### src/rtl/shift_unit_seq_pkg.sv
// rtl/shift_unit_seq_pkg.sv - shared ALU shift encodings and width helper
package shift_unit_seq_pkg;

  typedef enum logic [1:0] {
    OP_SLL = 2'b00,
    OP_SRL = 2'b01,
    OP_SRA = 2'b10,
    OP_ROR = 2'b11
  } shift_op_e;

  typedef enum logic {
    ST_IDLE = 1'b0,
    ST_RUN  = 1'b1
  } shift_state_e;

  // ceil(log2(value)), 0 for value <= 1
  function automatic int clog2(input int value);
    int r;
    r = 0;
    for (int i = 0; i < 31; i++) begin
      if ((1 << i) < value) r = i + 1;
    end
    return r;
  endfunction

endpackage

### src/rtl/shift_step.sv
// rtl/shift_step.sv - combinational shift/rotate by 0..STEP positions
module shift_step
  import shift_unit_seq_pkg::*;
#(
  parameter int N    = 32,
  parameter int STEP = 4,
  localparam int SW  = clog2(STEP) + 1
) (
  input  logic [N-1:0]  din,
  input  shift_op_e     op,
  input  logic [SW-1:0] amt,
  output logic [N-1:0]  dout
);

  logic [2*N-1:0] rot;

  // rotating the doubled word right keeps bits leaving the LSB in the upper half
  assign rot = {din, din} >> amt;

  always_comb begin
    dout = din;
    case (op)
      OP_SLL:  dout = din << amt;
      OP_SRL:  dout = din >> amt;
      OP_SRA:  dout = $unsigned($signed(din) >>> amt);
      OP_ROR:  dout = rot[N-1:0];
      default: dout = din;
    endcase
  end

endmodule

### src/rtl/shift_unit_seq.sv
// rtl/shift_unit_seq.sv - iterative multi-cycle shift/rotate unit with start/valid handshake
module shift_unit_seq
  import shift_unit_seq_pkg::*;
#(
  parameter int N    = 32,
  parameter int STEP = 4
) (
  input  logic         clk,
  input  logic         rst_n,
  input  logic         start,
  input  logic [1:0]   op,
  input  logic [N-1:0] in1,
  input  logic [N-1:0] in2,
  output logic         busy,
  output logic         valid,
  output logic [N-1:0] res
);

  localparam int AW = clog2(N);
  localparam int RW = AW + 1;
  localparam int SW = clog2(STEP) + 1;

  shift_state_e  state, next_state;
  shift_op_e     op_q;
  logic [N-1:0]  work;
  logic [N-1:0]  shifted;
  logic [RW-1:0] rem;
  logic [SW-1:0] step_amt;
  logic          last;
  logic          accept;
  logic          done;
  logic          unused_in2;

  assign unused_in2 = ^in2[N-1:AW];

  assign last     = (rem <= RW'(STEP));
  assign step_amt = last ? SW'(rem) : SW'(STEP);

  shift_step #(
    .N    (N),
    .STEP (STEP)
  ) u_step (
    .din  (work),
    .op   (op_q),
    .amt  (step_amt),
    .dout (shifted)
  );

  always_ff @(posedge clk or negedge rst_n) begin
    if (!rst_n) state <= ST_IDLE;
    else        state <= next_state;
  end

  always_comb begin
    next_state = state;
    case (state)
      ST_IDLE: if (start) next_state = ST_RUN;
      ST_RUN:  if (last)  next_state = ST_IDLE;
      default: next_state = ST_IDLE;
    endcase
  end

  always_comb begin
    busy   = (state == ST_RUN);
    accept = (state == ST_IDLE) && start;
    done   = (state == ST_RUN) && last;
  end

  // inputs are captured only on acceptance; the RUN loop works purely on the copies
  always_ff @(posedge clk or negedge rst_n) begin
    if (!rst_n) begin
      work  <= '0;
      op_q  <= OP_SLL;
      rem   <= '0;
      res   <= '0;
      valid <= 1'b0;
    end else begin
      valid <= done;
      if (accept) begin
        work <= in1;
        op_q <= shift_op_e'(op);
        rem  <= {1'b0, in2[AW-1:0]};
      end else if (busy) begin
        work <= shifted;
        rem  <= last ? '0 : rem - RW'(STEP);
      end
      if (done) res <= shifted;
    end
  end

endmodule

### config.mk
export PLATFORM = sky130hd
export DESIGN_NAME = shift_unit_seq
export DESIGN_NICKNAME = d
export VERILOG_FILES = /design/src/rtl/shift_unit_seq_pkg.sv /design/src/rtl/shift_step.sv /design/src/rtl/shift_unit_seq.sv
export SDC_FILE = /design/constraint.sdc
export NUM_CORES = 1
export LEC_CHECK = 0
export CORE_ASPECT_RATIO = 2
export CORE_MARGIN = 1.5
export CORE_UTILIZATION = 29
export CTS_BUF_LIST = sky130_fd_sc_hd__clkbuf_4 sky130_fd_sc_hd__clkbuf_8 sky130_fd_sc_hd__clkbuf_16
export DETAILED_ROUTE_END_ITERATION = 10
export PLACE_DENSITY = 0.52
export SKIP_LAST_GASP = 1
export SYNTH_ARGS = -nofsm -noshare
export SYNTH_HDL_FRONTEND = slang
export SYNTH_SLANG_ARGS = --single-unit
### constraint.sdc
create_clock -name clk -period 2.7 [get_ports clk]
set_input_delay 0.27 -clock clk [delete_from_list [all_inputs] [get_ports clk]]
set_output_delay 0.27 -clock clk [all_outputs]
set_load 0.005 [all_outputs]
==> results.md, run 1 <==
* Post-Syn Nets at 890
* Global Route Usage Sum at between 20% and 30%
* Count of cell types in the netlist at 65
* Worst path max stage delay at between 0.3 and 0.4 ns
* WP data arrival at 2.83 ns
* Pleak at approximately 3.1 nW
* Worst-margin pin slew at 0.580 ns
* Post-Synthesis Cells at 819
* Site row count at 76
* Mapped cell area at between 6000 and 7000 µm²
* Seq. cell area at about 1900 µm²
* Final slew viol count at 0
* Share of post-route cells with drive strength above 1 at 14.0%
* CP bufs+invs at 2
* Ys flop type: dfrtp_1
* Final net count at 949
* Tmin final at between 2 and 3 ns
* Worst setup SP type: register
* Core area at roughly 21000 µm²
* Vias at 6776
* Clock Tree Buf Depth at 2
* Initial Util at 29.4%
* Seq/Total Area, Yosys at between 20% and 30%
* Drt drc at 0
* Switching power at between 0.005 and 0.006 W
* Clock Sinks at 74
* Adder-cell share of the synthesized area at 0.396%
* WL/cell at 20.8 µm
* Post-DP HPWL at about 18000 µm
* Largest fanout on the critical path at 6
* GRT busiest layer: met2
* Simple-gate share of the synthesized area at between 10% and 20%
* Via density at just under 6
* Placer Congestion at 0.907
* Clk slew on worst S/H paths at roughly 0.060 ns
* ANT nets after route at 0
* Min-Delay Path Class: input pin to async pin
* Multiplexer area fraction after synthesis at 7.72%
* Yosys warns at 0
* Most frequent cells in the layout: a21oi_1 (97), nand2_1 (80), clkdlybuf4s50_1 (73)
* Cell mode on critical path: o21ai_0
* CTS tree: yes
* R2R setup slack at between 0.1 and 0.15 ns
* Initial antenna violation count at 0
* Initial DRC Count at 463
* Fillers at 2333
* Multi-input gate area at 4010 µm²
* Final setup violation count at 0
* Most common cell after layout, fill and taps aside: a21oi_1
* Clk_lat worst skew at 0.36 ns
* GR Layer Usage met2 at around 40%
* Fmax at 0.385 GHz
* Chip width at between 100 and 150 µm
* R2r startpoint: rem[3]$_DFFE_PN0P_
* Layout Utilization at 37.1%
* Largest family of logic cells by synthesized area: compound AO/OA/AOI/OAI gates
* Fin. Hold Viols at 0
* Max VDD drop at between 0.0004 and 0.0005 V
* Crit. Startpoint: rem[3]$_DFFE_PN0P_
* Worst Clk Skew at 0.00545 ns
* Synth Register Bits at 74
* Crit path max-delay family: compound AO/OA/AOI/OAI gates
* Slowest CP cell: a221oi_2
* Die height at around 210 µm
* Final clock period utilization by the worst path at 96.1%
* CP Cell Sequence: inv_1 -> ha_2 -> nor3b_4 -> o21ai_0 -> a221oi_2 -> mux2i_1 -> o21ai_0 -> buf_4 -> a21oi_1
* First-pass GRT wire length at 37200 µm
* Sequential power share at a little over a fifth
* Met3 Track Usage GR at 2.92%
* Synth Area per Inst at 7.72 µm²
* Fraction of registers with async set/reset at 100%
* Crit end category: register
* Met1 Use GR at 23.3%
* Drt pass-1 iters at 5
* PwrDens at 1500 nW/µm²
* Antenna diodes at 0
* Reg2Reg Depth at 9
* Rel. slew slack at 61.3%
* Status: complete, no violations
* Internal Pwr Total at 0.00607 W
* Clock buffer count from CTS at 9
* Critical R2R Capture: work[24]$_DFFE_PN0P_
* Area delta synth->final at 26.2%
* Largest net degree at the start of global routing at 60
* I/O pin count at roughly 100
* Vias in the first global route at 6565
* Die area at approximately 23000 µm²
* Clock power share at about 11%
* Setup Crit Path Kind: register to register
* H-tree Lvls at 3
* Root Driver: clkbuf_16
* Synth Area in XOR/XNOR at 0%
* Max-cap viol count at 0
* IO Port Bufs at 75
* Post-synthesis compound-gate area fraction at between 30% and 40%
* Cell Area, Placed at 7580 µm²
* Drt total wl at 24000 µm
* WP data required at 2.93 ns
* Finished Cell Area at about 8000 µm²
* RSZ-0062 raised after global routing: true
* Total grt overflow at 0
* Post-synth EDFFs at 0
* Switch share at slightly below 50%
* Comb power frac at 66.7%
* Power Total at 0.0120 W
==> area by class of cell <==
type,instances,share of cell area [%]
inverters,18,0.847
well taps,273,4.28
multi-input cells,627,50.2
flip-flops and latches,74,23.3
clock inverters,5,0.972
repair buffers,148,17.3
clock buffers,11,3.09
==> worst reg2reg max path, cell delays in order, from the launching register on <==
cell and delay [ns]:
dfrtp_1 0.37, inv_1 0.08, ha_2 0.23, nor3b_4 0.37, o21ai_0 0.31, a221oi_2 0.38, mux2i_1 0.19, o21ai_0 0.30
buf_4 0.18, a21oi_1 0.06
==> synthesized netlist by cell type, drive strengths merged (3+ instances only) <==
library cell  instances  area, µm²
o2bb2ai               3       26.3
buf                  42        214
nor2b                30        188
nor3b                 5       53.8
o31ai                 7       57.6
a31oi                20        125
a211o                 4       35.0
o21a                  5       37.5
a2bb2oi               5       43.8
and3                  3       18.8
a22oi                 9       67.6
nor2                 41        154
nor3                  9       50.1
dfrtp                74       1850
inv                  18       67.6
nand2b               12       75.1
or4                   3       22.5
o22ai                21        131
o211ai               11       82.6
a221o                 4       40.0
a21oi                97        485
o221ai               14        123
o21ai                74        370
clkbuf               58        218
nand2                80        300
o21bai                4       30.0
a21o                  5       37.5
a221oi               19        166
nand3                12       60.1
a211oi               47        358
mux2                 14        158
nand3b                4       30.0
o2111ai               6       52.6
mux2i                33        330
==> metal layers <==
layer / share of wire (%) / up-vias
met3: 3.9 / 59
li1: - / 3202
met5: 0 / -
met2: 54 / 236
met1: 37 / 3279
met4: 5.3 / 0
==> power by group through the flow <==
stage               registers, W  logic, W  clock network (W)
floorplan                0.00206   0.00535                  0
global placement         0.00263   0.00784                  0
detailed placement       0.00263   0.00789                  0
CTS                      0.00262   0.00792            0.00138
global route             0.00273   0.00879            0.00141
finish                   0.00265   0.00801            0.00135
==> how the worst max path moves through the flow <==
stage,end,slack [ns],cells after the start
2_1_floorplan,work[30]$_DFFE_PN0P_,0.35,9
3_3_place_gp,res[30]$_DFFE_PN0P_,0.04,9
3_5_place_dp,work[28]$_DFFE_PN0P_,-0.003,11
4_1_cts,work[24]$_DFFE_PN0P_,0.02,9
5_1_grt,work[24]$_DFFE_PN0P_,-0.03,9
6_report,work[24]$_DFFE_PN0P_,0.11,9
==> sequential cells by signal (all words and copies together) (netlist names) <==
name   cells
busy       1
res       32
work      32
rem        6
valid      1
op_q       2
==> through the flow <==
stage,setup TNS [ns],setup slack [ns],cells,hold WS (ns)
final,0,0.106,1156,0.399
after CTS,0,0.0203,1150,0.417
after floorplan,0,0.353,819,-0.0256
after detailed placement,-0.00300,-0.00300,1133,0.263
after global placement,0,0.0408,1133,0.256
after global routing,-0.0448,-0.0264,1156,0.461
==> logic make-up after synthesis <==
family	count (synthesis)
flops	74
simple gates	210
buf+inv	118
compound gates	368
fa+ha+maj	2
mux	47
==> repair_timing <==
item                                    CTS  global route
pin swaps                                 0             1
endpoints found under the setup margin    1            30
hold buffers                              1             0
endpoints found under the hold margin    31             0
resized for setup                         1             5
setup buffers                             0             6
No activity file was read; power rests on OpenSTA's default activity.
==> run 2, diff against run 1 <==
- CTS_BUF_LIST: sky130_fd_sc_hd__clkbuf_4 sky130_fd_sc_hd__clkbuf_8 sky130_fd_sc_hd__clkbuf_16 -> sky130_fd_sc_hd__clkbuf_4
- SLEW_MARGIN: not set -> 20
==> results.md, run 2 (same netlist as run 1, synthesis figures left out) <==
* Status: complete, no violations
* Comb power frac at 69.9%
* Clock Sinks at 74
* Vias in the first global route at approximately 6500
* Pleak at 3.00 nW
* Drt pass-1 iters at 5
* Post-DP HPWL at 17600 µm
* Drt total wl at 24100 µm
* Area delta synth->final at 23.6%
* Final slew viol count at 0
* Worst path max stage delay at 0.57 ns
* Biggest registers after layout: res (32), work (32), rem (6)
* Power Total at 0.0115 W
* Share of post-route cells with drive strength above 1 at 14.0%
* Vias at 6769
* Final setup violation count at 0
* Die area at 22800 µm²
* Switch share at 51.3%
* Largest net degree at the start of global routing at 60
* WP data arrival at 3.03 ns
* Chip width at approximately 110 µm
* Placer Congestion at 0.907
* Clk_lat worst skew at around 0.52 ns
* Final net count at between 900 and 1000
* First-pass GRT wire length at between 30000 and 40000 µm
* Largest fanout on the critical path at 6
* Clock power share at 7.2%
* Via density at 5.85
* CP Cell Sequence: inv_1 -> ha_2 -> nor3b_4 -> buf_4 -> o22ai_1 -> a211oi_2 -> nor3_1 -> or4_1 -> mux2_2
* Fillers at around 2400
* Slowest CP cell: or4_1
* Min-Delay Path Class: input pin to async pin
* ANT nets after route at 0
* Fin. Hold Viols at 0
* Initial Util at 29.4%
* Sequential power share at 22.9%
* Setup WS post-layout at between 0.09 and 0.1 ns
* Drt drc at 0
* Die height at 212 µm
* Fmax at 0.384 GHz
* Root Driver: clkbuf_4
* PwrDens at 1470 nW/µm²
* CTS tree: yes
* Rel. slew slack at 61.1%
* Max-cap viol count at 0
* Max VDD drop at 0.000413 V
* Final clock period utilization by the worst path at between 90% and 100%
* Pre-CTS WS at -0.00300 ns
* Site row count at 76
* Switching power at 0.00589 W
* H-tree Lvls at 3
* Min Hold Slack at 0.227 ns
* Initial DRC Count at about 500
* Global Route Usage Sum at ~22%
* Most frequent cells in the layout: a21oi_1 (96), nand2_1 (80), clkdlybuf4s50_1 (73)
* Initial antenna violation count at 1
* IO Port Bufs at 75
* Layout Utilization at 36.4%
* Finished Cell Area at 7820 µm²
* Worst Clk Skew at about 0.013 ns
* Setup Crit Path Kind: register to register
* Core area at roughly 21000 µm²
* Crit end category: register
* Total grt overflow at 0
* Internal Pwr Total at 0.00561 W
* Worst setup SP type: register
* Clock buffer count from CTS at 9
* I/O pin count at about 100
* WP data required at 3.13 ns
* Cell Area, Placed at 7580 µm²
* Seq. cell area at roughly 1900 µm²
* Clk slew on worst S/H paths at 0.13 ns
* WL/cell at 20.9 µm
* Worst-margin pin slew at 0.583 ns
* Multi-input gate area at 4010 µm²
* Most common cell after layout, fill and taps aside: a21oi_1
* Clock Tree Buf Depth at 2
* Tmin final at 2.60 ns
==> run 2: per-layer routing <==
| layer | wire, µm | global-route usage, % |
|---|---|---|
| met1 | 8840 | 23.6 |
| met2 | 13300 | 39.4 |
| met3 | 960 | 3.23 |
| met4 | 1040 | 11.3 |
| met5 | 0 | 0 |
==> run 2: power by group through the flow <==
stage	Combinational, W	Sequential, W	Clock [W]
final	0.00803	0.00264	0.000828
after global routing	0.00880	0.00272	0.000896
after CTS	0.00792	0.00261	0.000858
after detailed placement	0.00789	0.00263	0
after global placement	0.00784	0.00263	0
after floorplan	0.00535	0.00206	0
==> run 2: what timing repair did <==
action | in CTS | in global routing
resized for setup | 1 | 7
pin swaps | 0 | 1
cloned | 0 | 0
hold buffers | 1 | 0
setup endpoints to repair | 2 | 33
endpoints found under the hold margin | 31 | 0
buffers inserted | 0 | 6
==> run 2: area by class of cell <==
class | instances | area share (%)
Timing Repair Buffer | 148 | 17.7
Antenna cell | 1 | 0.0320
Inverter | 18 | 0.864
Multi-Input combinational cell | 627 | 51.3
Sequential cell | 74 | 23.7
Clock inverter | 6 | 1.04
Clock buffer | 10 | 0.960
Tap cell | 273 | 4.37
==> run 2: worst max-delay path, delay by kind of cell, from the launching register on <==
| family | cells | cell delay [ns] |
|---|---|---|
| mux | 1 | 0.29 |
| compound gates | 2 | 0.31 |
| fa+ha+maj | 1 | 0.23 |
| buf+inv | 2 | 0.25 |
| simple gates | 3 | 1.01 |
| flops | 1 | 0.40 |
==> run 2: final timing paths <==
path,start,depth (start not counted),slack [ns],end
setup / recovery,rem[3]$_DFFE_PN0P_,9,0.1,work[30]$_DFFE_PN0P_
min in group clk,in2[4],3,0.30,rem[4]$_DFFE_PN0P_
max in group asynchronous,rst_n,3,1.87,res[20]$_DFFE_PN0P_
hold reg to reg,res[20]$_DFFE_PN0P_,2,0.49,res[20]$_DFFE_PN0P_
hold / removal,rst_n,2,0.23,res[2]$_DFFE_PN0P_
setup reg to reg,rem[3]$_DFFE_PN0P_,9,0.1,work[30]$_DFFE_PN0P_
==> run 2: metrics by stage <==
step	cells	setup TNS [ns]
CTS	1150	0
global route	1157	-0.00869
detailed placement	1133	-0.00300
global placement	1133	0
floorplan	819	0
finish	1157	0
==> run 3, diff against run 2 <==
- SKIP_LAST_GASP: 1 -> not set
==> results of run 3 <==
Final layout, timing and power as in run 2 (identical DEF).
